## config.mk

```make
export PLATFORM = sky130hd
export DESIGN_NAME = fpu_arbiter
export DESIGN_NICKNAME = d
export VERILOG_FILES = /design/src/rtl/fpu_arbiter_pkg.sv /design/src/rtl/fpu_arbiter_rr.sv /design/src/rtl/fpu_arbiter.sv
export SDC_FILE = /design/constraint.sdc
export NUM_CORES = 1
export LEC_CHECK = 0
export BUFFER_PORTS_ARGS = -buffer_cell sky130_fd_sc_hd__buf_2
export CAP_MARGIN = 20
export CORE_AREA = 10 10 167 169
export CTS_BUF_LIST = sky130_fd_sc_hd__clkbuf_8 sky130_fd_sc_hd__clkbuf_16
export CTS_CLUSTER_SIZE = 25
export DETAILED_ROUTE_END_ITERATION = 8
export DIE_AREA = 0 0 177 179
export GPL_ROUTABILITY_DRIVEN = 0
export GPL_TIMING_DRIVEN = 0
export SYNTH_ARGS = -nofsm -noshare
export SYNTH_HDL_FRONTEND = slang
export SYNTH_HIERARCHICAL = 1
export SYNTH_SLANG_ARGS = --single-unit
```

## constraint.sdc

```tcl
create_clock -name Clk_CI -period 3.25 [get_ports Clk_CI]
set_input_delay 0.325 -clock Clk_CI [delete_from_list [all_inputs] [get_ports Clk_CI]]
set_output_delay 0.325 -clock Clk_CI [all_outputs]
set_load 0.02 [all_outputs]
```

## src/rtl/fpu_arbiter_pkg.sv

```systemverilog
// Shared FPU definitions: widths, command and rounding encodings,
// flag-bundle bit order, and the tag record used by the arbiter.
package fpu_arbiter_pkg;

  localparam int C_OP    = 32;
  localparam int C_CMD   = 4;
  localparam int C_RM    = 3;
  localparam int C_FLAGS = 6;
  localparam int C_ID_W  = 3;

  localparam logic [C_CMD-1:0] C_FPU_ADD_CMD  = 4'h0;
  localparam logic [C_CMD-1:0] C_FPU_SUB_CMD  = 4'h1;
  localparam logic [C_CMD-1:0] C_FPU_MUL_CMD  = 4'h2;
  localparam logic [C_CMD-1:0] C_FPU_DIV_CMD  = 4'h3;
  localparam logic [C_CMD-1:0] C_FPU_I2F_CMD  = 4'h4;
  localparam logic [C_CMD-1:0] C_FPU_F2I_CMD  = 4'h5;
  localparam logic [C_CMD-1:0] C_FPU_SQRT_CMD = 4'h6;
  localparam logic [C_CMD-1:0] C_FPU_NOP_CMD  = 4'h7;

  localparam logic [C_RM-1:0] C_RM_NEAREST  = 3'h0;
  localparam logic [C_RM-1:0] C_RM_TRUNC    = 3'h1;
  localparam logic [C_RM-1:0] C_RM_PLUSINF  = 3'h3;
  localparam logic [C_RM-1:0] C_RM_MINUSINF = 3'h2;

  // Flag bundle is {OF, UF, Zero, IX, IV, Inf}
  localparam int C_FLAG_OF   = 5;
  localparam int C_FLAG_UF   = 4;
  localparam int C_FLAG_ZERO = 3;
  localparam int C_FLAG_IX   = 2;
  localparam int C_FLAG_IV   = 1;
  localparam int C_FLAG_INF  = 0;

  typedef struct packed {
    logic              vld;
    logic [C_ID_W-1:0] id;
  } tag_t;

endpackage

```

## src/rtl/fpu_arbiter_rr.sv

```systemverilog
// Round-robin picker: rotating pointer and a one-hot grant
// for the first request at or after the pointer.
module rr_arbiter #(
  parameter int N = 4
) (
  input  logic         Clk_CI,
  input  logic         Rst_RBI,
  input  logic [N-1:0] Req,
  output logic [N-1:0] Gnt,
  input  logic         Enable
);

  localparam int PW = (N > 1) ? $clog2(N) : 1;

  logic [PW-1:0] ptr_q;
  logic [PW-1:0] win;
  logic [N-1:0]  pick;
  logic          found;

  function automatic logic [PW-1:0] rot(
    input logic [PW-1:0] p,
    input int            k
  );
    int s;
    s = (int'(p) + k) % N;
    return PW'(s);
  endfunction

  always_comb begin
    pick  = '0;
    win   = '0;
    found = 1'b0;
    for (int k = 0; k < N; k++) begin
      if (!found && Req[rot(ptr_q, k)]) begin
        found = 1'b1;
        win   = rot(ptr_q, k);
        pick[rot(ptr_q, k)] = 1'b1;
      end
    end
  end

  assign Gnt = Enable ? pick : '0;

  always_ff @(posedge Clk_CI or negedge Rst_RBI) begin
    if (!Rst_RBI) begin
      ptr_q <= '0;
    end else if (Enable && found) begin
      ptr_q <= (int'(win) == N - 1) ? '0 : win + 1'b1;
    end
  end

endmodule

```

## src/rtl/fpu_arbiter.sv

```systemverilog
// Shares one pipelined FPU among several requesters; a tag pipe
// routes each result back to its issuer after a fixed latency.
module fpu_arbiter
  import fpu_arbiter_pkg::*;
#(
  parameter int C_NUM_REQ = 4,
  parameter int C_LAT     = 3
) (
  input  logic                         Clk_CI,
  input  logic                         Rst_RBI,
  input  logic [C_NUM_REQ-1:0]         Req_SI,
  input  logic [C_NUM_REQ*C_OP-1:0]    Operand_a_DI,
  input  logic [C_NUM_REQ*C_OP-1:0]    Operand_b_DI,
  input  logic [C_NUM_REQ*C_CMD-1:0]   OP_SI,
  input  logic [C_NUM_REQ*C_RM-1:0]    RM_SI,
  input  logic                         Stall_SI,
  output logic [C_NUM_REQ-1:0]         Gnt_SO,
  output logic [C_OP-1:0]              FpuOperand_a_DO,
  output logic [C_OP-1:0]              FpuOperand_b_DO,
  output logic [C_CMD-1:0]             FpuOP_SO,
  output logic [C_RM-1:0]              FpuRM_SO,
  output logic                         FpuEnable_SO,
  output logic                         FpuStall_SO,
  input  logic [C_OP-1:0]              FpuResult_DI,
  input  logic [C_FLAGS-1:0]           FpuFlags_DI,
  output logic [C_OP-1:0]              Result_DO,
  output logic [C_FLAGS-1:0]           Flags_DO,
  output logic [C_NUM_REQ-1:0]         Valid_SO,
  output logic                         Busy_SO
);

  logic [C_NUM_REQ-1:0] gnt;
  logic [C_ID_W-1:0]    win;
  logic                 any;
  logic                 arb_en;
  tag_t                 tag_q [C_LAT];

  // Reset also blocks grants so nothing issues while held in reset
  assign arb_en = ~Stall_SI & Rst_RBI;

  rr_arbiter #(
    .N(C_NUM_REQ)
  ) u_rr (
    .Clk_CI (Clk_CI),
    .Rst_RBI(Rst_RBI),
    .Req    (Req_SI),
    .Gnt    (gnt),
    .Enable (arb_en)
  );

  assign Gnt_SO       = gnt;
  assign any          = |gnt;
  assign FpuEnable_SO = Rst_RBI;
  assign FpuStall_SO  = Stall_SI;
  assign Result_DO    = FpuResult_DI;
  assign Flags_DO     = FpuFlags_DI;

  always_comb begin
    win             = '0;
    FpuOperand_a_DO = '0;
    FpuOperand_b_DO = '0;
    FpuOP_SO        = C_FPU_NOP_CMD;
    FpuRM_SO        = '0;
    for (int i = 0; i < C_NUM_REQ; i++) begin
      if (gnt[i]) begin
        win             = C_ID_W'(i);
        FpuOperand_a_DO = Operand_a_DI[i*C_OP +: C_OP];
        FpuOperand_b_DO = Operand_b_DI[i*C_OP +: C_OP];
        FpuOP_SO        = OP_SI[i*C_CMD +: C_CMD];
        FpuRM_SO        = RM_SI[i*C_RM +: C_RM];
      end
    end
  end

  always_ff @(posedge Clk_CI or negedge Rst_RBI) begin
    if (!Rst_RBI) begin
      for (int i = 0; i < C_LAT; i++) begin
        tag_q[i] <= '0;
      end
    end else if (!Stall_SI) begin
      tag_q[0] <= '{vld: any, id: win};
      for (int i = 1; i < C_LAT; i++) begin
        tag_q[i] <= tag_q[i-1];
      end
    end
  end

  always_comb begin
    Valid_SO = '0;
    Busy_SO  = 1'b0;
    for (int i = 0; i < C_NUM_REQ; i++) begin
      Valid_SO[i] = tag_q[C_LAT-1].vld && !Stall_SI &&
                    (tag_q[C_LAT-1].id == C_ID_W'(i));
    end
    for (int i = 0; i < C_LAT; i++) begin
      Busy_SO = Busy_SO | tag_q[i].vld;
    end
  end

endmodule

```

==> results.md <==
- Die height: 179 µm
- Vias per cell: 4.426
- Placement Setup Slack: -1.025 ns
- Clk root buf: clkbuf_16
- Worst skew pair latency: 0.24 ns
- Finish-stage setup viols: 71
- Hpwl dp: a little over 20,000 µm
- Crit end category: primary output
- Starting Density: 0.1320
- Post-synth EDFFs: 0
- Maximum vdd drop: roughly 0.34 mV
- Routed Antenna Nets: 0
- Rel. slew slack: 0.5865
- Failing checks: setup timing
- Number of global-route vias before repair: 6,057
- First-pass GRT wire length: 36,090 µm
- Crit-path cells: buf_6 > inv_6 > ha_4 > mux4_2 > and2b_2 > a22oi_2 > nor2_1 > o21a_4 > buf_6 > nor4b_4 > buf_4 > buf_12 > clkbuf_16 > nand2_4 > o21ai_4 > buf_6
- Initial DRT Pass Iterations: 4
- Die ar.: approximately 32,000 µm²
- # DRC: 0
- Max clock buf depth: 2
- Setup_tns: -18.08 ns
- Crit-path slowest cell: dfrtp_1
- Slew Viols, Final: 0
- Asr flop ratio synth: 1.000
- Core Util, Final: 0.3384
- Syn Area/Cell: around 7.1 µm²
- Per-cell routed wire length: 21.48 µm
- Cell with the most instances on the worst path: buf_6
- Post-Syn Area: about 3300 µm²
- Syn_nets: 798
- Proportion of layout cells with a drive suffix above 1: 0.8011
- Site Rows: 58
- Vias: 5,528
- Placed insts: approximately 1,200
- Worst setup margin: -0.3268 ns
- Max H-tree Level: 1
- Critical path required time: 2.92 ns
- Hold crit path type: flip-flop to flip-flop
- CTS tree: done
- Skew final: slightly above 0.003 ns
- 1st-iter DRT viols: a little over 200
- CP arrival: 3.25 ns
- Register area share after synthesis: 0.08429
- Non-Filler Instances: 1,249
- Tmin final: 3.577 ns
- Max Cap Viol: 0
- # IOs: 449
- Startpoint class of the critical path: flip-flop
- Num CTS Buffers: 3
- PD cells: 685.3 nW/µm²
- Nets: 1,253
- I/O Buffers: 409
- Final hold vios: 0
- Class of the most critical setup path: flip-flop to primary output
- Fmax: 279.6 MHz
- Seq cells post-synth: 11
- Synth warn: 6
- Worst path max stage delay: ~0.39 ns
- GRT Overall Usage: 0.1470
- Top FF cell, synth: dfrtp_1
- RSZ-0062 raised after global routing: true
- Clock transition at path regs: 0.04 ns
- Largest net degree at the start of global routing: 12
- Critical Path Fanout Max: 7
- Area Overhead vs Synth: 156.4%
- GR Overflow Total: 0
- Post-Syn Instances: 461
- Period utilization: 1.101
- Core region area: 24,750 µm²
- TritonCTS sink count: 11
- Measured slew at the worst slew-check pin: approximately 0.6 ns
- Outcome: finished, violations left
- Chip width: 177 µm
- Final wirelength: 26,830 µm
- Synth cell types: 43
- Leakage: 4.061 nW
- Antenna violations before repair: 4
-- synth_stat cells (2+ instances only) --
| cell type | instances | area (µm²) |
|---|---|---|
| nand2_1 | 76 | 285.3 |
| nor2b_1 | 73 | 456.7 |
| a221oi_1 | 61 | 534.3 |
| buf_4 | 43 | 322.8 |
| o21ai_0 | 42 | 210.2 |
| o21ai_1 | 30 | 150.1 |
| clkbuf_1 | 20 | 75.07 |
| buf_2 | 16 | 80.08 |
| dfrtp_1 | 11 | 275.3 |
| mux2_2 | 11 | 123.9 |
| ha_1 | 8 | 100.1 |
| a221oi_2 | 6 | 90.09 |
| nor2_1 | 6 | 22.52 |
| a22o_1 | 5 | 43.79 |
| buf_6 | 5 | 56.30 |
| a22oi_1 | 4 | 30.03 |
| mux4_2 | 4 | 90.09 |
| o21a_1 | 4 | 30.03 |
| o31ai_1 | 4 | 30.03 |
| inv_1 | 3 | 11.26 |
| nor3b_1 | 3 | 22.52 |
| a211oi_1 | 2 | 15.01 |
| a21oi_1 | 2 | 10.01 |
| mux2i_1 | 2 | 20.02 |
| nor4bb_1 | 2 | 20.02 |
-- worst paths after layout --
path	to	from	cells after the start	slack [ns]
max	FpuOperand_b_DO[28]	u_rr/ptr_q[0]	16	-0.33
min	tag_q[8]	tag_q[8]	2	0.49
max reg2reg	tag_q[11]	u_rr/ptr_q[0]	12	0.25
min reg2reg	tag_q[8]	tag_q[8]	2	0.49
max in group asynchronous	tag_q[5]	Rst_RBI	2	2.26
min in group asynchronous	u_rr/ptr_q[1]	Rst_RBI	2	0.64
-- cell type report --
| type | instances | area (µm²) |
|---|---|---|
| Tap cell | 330 | 412.9 |
| Clock inverter | 1 | 3.754 |
| Buffer | 81 | 819.5 |
| Fill cell | 2539 | 16370 |
| Clock buffer | 3 | 75.07 |
| Timing Repair Buffer | 455 | 3055 |
| Multi-Input combinational cell | 361 | 3701 |
| Inverter | 3 | 21.27 |
| Sequential cell | 11 | 275.3 |
| Antenna cell | 4 | 10.01 |
-- worst max-delay path, delay by kind of cell, from the launching register on --
family,cells,cell delay (ns)
buffers and inverters,7,0.95
AND/OR/NAND/NOR,4,0.71
multiplexers,1,0.30
AO/OA/AOI/OAI,3,0.46
adder cells (fa/ha/maj),1,0.19
flip-flops,1,0.39
-- cells by family after synthesis --
family	Yosys count	share of synthesized area
muxes	17	0.07165
buffers and inverters	89	0.1697
AOI/OAI and AO/OA	165	0.3648
adders and majority gates	8	0.03065
and+or+nand+nor	171	0.2789
DFF	11	0.08429
-- power by group --
part	total [mW]	switching, mW	leakage [nW]	internal (mW)
registers	0.224	0.0367	0.142	0.188
clock network	0.220	0.0588	0.0423	0.161
logic	5.29	2.63	3.88	2.67
-- registers in the layout (all words and copies together) (netlist names) --
| register | count |
|---|---|
| tag_q | 9 |
| u_rr/ptr_q | 2 |
-- stage by stage --
| stage | total power [mW] | hold slack (ns) | instance area [µm²] |
|---|---|---|---|
| global placement | 3.720 | 0.2187 | 6110 |
| detailed placement | 3.747 | 0.2215 | 6110 |
| global route | 6.053 | 0.5167 | 8369 |
| CTS | 5.325 | 0.4865 | 7779 |
| finish | 5.739 | 0.4869 | 8374 |
| floorplan | 2.577 | 0.02941 | 3650 |
-- repair_timing --
item                                   4_1_cts  5_1_grt
hold buffers                                 1        0
gates resized for setup                    301      111
pin swaps                                   48       28
setup buffers                               34        5
setup endpoints to repair                   73       71
endpoints found under the hold margin       11        0
gates cloned                                 8        0
-- placed cells by master (no fill, tap or decap), types with 3 or more instances in the layout --
master | Yosys | final
a221oi_4 | 0 | 25
nor3b_1 | 3 | 3
dfrtp_1 | 11 | 11
buf_12 | 0 | 15
clkbuf_4 | 0 | 3
o31ai_1 | 4 | 4
ha_1 | 8 | 7
nand2_4 | 0 | 37
mux2_2 | 11 | 10
a22o_1 | 5 | 5
buf_4 | 43 | 67
buf_6 | 5 | 78
a221oi_2 | 6 | 25
diode_2 | 0 | 4
nand2_2 | 0 | 13
clkbuf_16 | 0 | 8
buf_16 | 0 | 4
clkbuf_8 | 0 | 3
clkbuf_2 | 1 | 5
mux4_2 | 4 | 4
buf_8 | 0 | 6
nor2b_1 | 73 | 72
o21ai_0 | 42 | 4
o21ai_2 | 0 | 57
a22oi_2 | 0 | 3
o21ai_4 | 0 | 10
a221oi_1 | 61 | 17
nor2_1 | 6 | 6
buf_2 | 16 | 344
nand2_1 | 76 | 25
clkbuf_1 | 20 | 4
-- routing by layer --
layer  vias up  routed length (µm)  GRT usage
met5         -                  18          0
met4         2                 652    0.05464
met3        29                2753    0.04549
met2       339               13770     0.2602
met1      2572                9635     0.1618
li1       2586                   -          -
(Power assumes the default switching activity.)
